<file path="config.mk">
export PLATFORM = sky130hd
export DESIGN_NAME = dmux8way8bit_reg
export DESIGN_NICKNAME = d
export VERILOG_FILES = /design/src/rtl/dmux8way8bit_reg.sv
export SDC_FILE = /design/constraint.sdc
export NUM_CORES = 1
export LEC_CHECK = 0
export BUFFER_PORTS_ARGS = -buffer_cell sky130_fd_sc_hd__buf_2
export CORE_AREA = 2 2 127 92
export DETAILED_ROUTE_END_ITERATION = 8
export DIE_AREA = 0 0 129 94
export PLACE_DENSITY = 0.59
export RECOVER_POWER = 25
export SYNTH_ARGS = -nofsm -noshare
export SYNTH_HDL_FRONTEND = slang
export SYNTH_SLANG_ARGS = --single-unit
</file>
<file path="constraint.sdc">
create_clock -name clk -period 0.8 [get_ports clk]
set_input_delay 0.12 -clock clk [delete_from_list [all_inputs] [get_ports clk]]
set_output_delay 0.12 -clock clk [all_outputs]
set_load 0.005 [all_outputs]
</file>
<file path="src/rtl/dmux8way8bit_reg.sv">
// Registered 8-way, 8-bit demultiplexer with per-lane one-cycle write strobe.
// Optional auto-increment target pointer enabled by DMUX8WAY8BIT_AUTOINC_EN.
module dmux8way8bit_reg (
    input  logic       clk,
    input  logic       rst_n,
    input  logic [7:0] in,
    input  logic [2:0] select,
    input  logic       load,
    input  logic       clear,
    input  logic       auto,
    output logic [7:0] outA,
    output logic [7:0] outB,
    output logic [7:0] outC,
    output logic [7:0] outD,
    output logic [7:0] outE,
    output logic [7:0] outF,
    output logic [7:0] outG,
    output logic [7:0] outH,
    output logic [7:0] strobe,
    output logic [2:0] ptr
);
    localparam int unsigned W  = 8;
    localparam int unsigned N  = 8;
    localparam int unsigned SW = 3;

    logic [N-1:0][W-1:0] regs_q, regs_d;
    logic [N-1:0]        strobe_q, strobe_d;
    logic [SW-1:0]       tgt_c;

`ifdef DMUX8WAY8BIT_AUTOINC_EN
    logic [SW-1:0] ptr_q, ptr_d;

    assign tgt_c = auto ? ptr_q : select;

    // Pointer advances only on accepted auto loads; clear rewinds it.
    always_comb begin
        ptr_d = ptr_q;
        if (clear) begin
            ptr_d = '0;
        end else if (load && auto) begin
            ptr_d = ptr_q + SW'(1);
        end
    end

    always_ff @(posedge clk or negedge rst_n) begin
        if (!rst_n) begin
            ptr_q <= '0;
        end else begin
            ptr_q <= ptr_d;
        end
    end

    assign ptr = ptr_q;
`else
    logic unused_auto;

    assign unused_auto = auto;
    assign tgt_c       = select;
    assign ptr         = '0;
`endif

    // Clear wins over load; strobe marks only the lane written this cycle.
    always_comb begin
        regs_d   = regs_q;
        strobe_d = '0;
        if (clear) begin
            regs_d = '0;
        end else if (load) begin
            regs_d[tgt_c] = in;
            strobe_d      = N'(1) << tgt_c;
        end
    end

    always_ff @(posedge clk or negedge rst_n) begin
        if (!rst_n) begin
            regs_q   <= '0;
            strobe_q <= '0;
        end else begin
            regs_q   <= regs_d;
            strobe_q <= strobe_d;
        end
    end

    assign outA   = regs_q[0];
    assign outB   = regs_q[1];
    assign outC   = regs_q[2];
    assign outD   = regs_q[3];
    assign outE   = regs_q[4];
    assign outF   = regs_q[5];
    assign outG   = regs_q[6];
    assign outH   = regs_q[7];
    assign strobe = strobe_q;
endmodule
</file>
==> flow_summary.yaml <==
final_layout:
  fin_util: 0.426
  final_common_cell: "buf_2"
  final-instance-count-excl-fill: 547
  final_cell_mix: "buf_2, dfrtp_1, nand2b_1"
  nFillCells: 1066
  antenna_cells: 0
  drive_above_1_share: 0.419
  area_growth_pct: 44.0
  finish.net_count: 406
drt:
  wl_met2_microns: 3710
  dr.pass1.iters: 4
  first_iter_violations: 95
  drt.antenna.violating_nets: 0
  wl_per_cell_microns: 16.1
  remaining_drc_errors: 0
  top_layer: "met4"
  met1_length_microns: 4550
  vias_per_cell: 4.25
  wl_met3_microns: 485
  vias: 2325
  wl_microns: 8820
timing:
  setup_violations: 144
  skew_ns: 0
  worst_pin_slew_ns: 0.534
  fmax_mhz: 1000
  rsz0062_at_grt: "yes"
  period_share: 1.25
  fin_ws_ns: -0.196
  maxSlewHeadroom: 0.644
  hold_viol_final: 0
  slew_viol_final: 0
  min_period_ns: 0.996
setup_path:
  path_delay_family: "flip-flops"
  path_buf_inv: 1
  r2r_cells: 4
  timing.rr.end: "outB[0]"
  cp_slowest_cell: "dfrtp_1"
  reg2reg_from: "outB[0]"
  crit_arrival_ns: 0.88
  cp-end-kind: "primary output"
  slowest_delay_ns: 0.41
  cp.required_ns: 0.68
  path_cells: "buf_2"
  r2r_slack_ns: -0.06
  worstSetupStartpointType: "flip-flop"
  crit_fanout: 2
  criticalPathCategory: "flip-flop to primary output"
power:
  peakVddDrop_mv: 0.926
  p_leak_nw: 2.67
  power.total_mw: 8.50
  power_density_nw_per_um2: 1840
clocking:
  cts_buffer_depth: 2
  htree_levels: 3
  root_buffer: "clkbuf_16"
  cts.sinks: 72
  path_clk_slew_ns: 0.06
  tritoncts: "yes"
  clock_latency_ns: 0.32
  cts_buffers: 9
placement:
  dp.final_hpwl_microns: 6270
  place_congestion: 0.748
  io_buffer_count: 86
  place_inst: 507
  dp_slack_ns: -0.372
global_routing:
  antenna_found_initial: 0
  first_global_vias: 2480
  grt_use_total: 0.157
  grt_pass1_wl_microns: 13900
  gr-total-overflow: 0
  grt_max_degree: 28
yosys:
  synth_cell_types: 20
  ys_ff_latch: 72
  avgSynthCellArea_sq_um: 12.3
  yosys_warnings: 0
  ys_seq_area_frac: 0.562
  synthCells: 260
  synth_area_sq_um: 3210
die:
  rows: 32
  die_area_sq_um: 12100
  start_util: 0.296
  core_area_sq_um: 10900
  ios: 91
  die_w_microns: 129
  die_height_microns: 94
min_path:
  hold_start: "select[2]"
  hold_depth: 3
  hold_path.class: "input pin to flip-flop"
  min_to: "strobe[0]"
run:
  drv_cap: 0
status:
  status: "finished, violations left"
  violations: "negative setup slack"
==> layer usage <==
metal | up-vias | global-route usage
met5 | - | 0
met4 | 0 | 0.0462
met3 | 7 | 0.0541
met2 | 61 | 0.221
met1 | 1147 | 0.226
li1 | 1110 | -
==> cells in the mapped netlist (all sizes together) <==
cell	n	area, sq um
buf	18	110
nor2	6	22.5
nand2b	72	450
or4b	1	13.8
nand4bb	2	22.5
mux2i	64	641
or2b	1	7.51
conb	1	3.75
nand3b	1	7.51
nor4bb	1	10.0
nor4	2	12.5
nand2	1	3.75
or3b	2	17.5
clkbuf	12	45.0
dfrtp	72	1800
nand4	1	12.5
nand4b	3	26.3
==> where the power goes <==
part,switching (mW),leakage (nW),internal [mW],total (mW)
registers,0.0421,0.998,3.72,3.76
logic,0.405,1.53,0.428,0.833
clock network,1.43,0.139,2.48,3.91
total,1.88,2.67,6.62,8.50
==> what timing repair did <==
item / 4_1_cts / 5_1_grt
hold buffers: 1 / 0
resized for setup: 4 / 8
pin swaps: 1 / 1
setup buffers: 15 / 10
endpoints found under the hold margin: 72 / 0
setup endpoints to repair: 80 / 81
==> logic make-up (layout without fill, tap and decap cells) <==
| logic type | after synthesis | in the layout | synth area share |
|---|---|---|---|
| buffers and inverters | 30 | 162 | 0.0484 |
| multiplexers | 64 | 64 | 0.200 |
| AND/OR/NAND/NOR | 93 | 93 | 0.189 |
| other | 1 | 3 | 0.00117 |
| flip-flops | 72 | 72 | 0.562 |
==> sequential cells by signal (all words and copies together), names as in the netlist <==
| name | cells |
|---|---|
| outE | 8 |
| strobe | 8 |
| outH | 8 |
| outD | 8 |
| outC | 8 |
| outB | 8 |
| outG | 8 |
| outA | 8 |
| outF | 8 |
==> worst max-delay path by stage <==
stage / startpoint / end / slack, ns / cells past startpoint
2_1_floorplan: select[0] / outA[0] / -0.29 / 4
3_3_place_gp: select[1] / outA[4] / -0.35 / 3
3_5_place_dp: select[1] / outA[1] / -0.37 / 3
4_1_cts: outC[3] / outC[3] / -0.20 / 1
5_1_grt: outC[3] / outC[3] / -0.23 / 1
6_report: outA[6] / outA[6] / -0.20 / 1
==> layout make-up <==
cell class | count | area (sq um) | area share
sequential | 72 | 1800 | 0.390
multi-input combinational | 160 | 1290 | 0.279
tap | 153 | 191 | 0.0414
clock buffer | 12 | 246 | 0.0533
timing repair buffer | 147 | 1050 | 0.227
clock inverter | 3 | 42.5 | 0.00921
==> stage by stage <==
stage	hold WS [ns]	setup TNS, ns	cell area [sq um]
2_1_floorplan	-0.176	-3.90	3300
3_3_place_gp	0.0151	-15.92	4090
3_5_place_dp	0.0197	-16.69	4090
4_1_cts	0.0741	-12.26	4520
5_1_grt	0.0784	-24.48	4620
6_report	0.0763	-12.98	4620
No activity file was read; power rests on OpenSTA's default activity.
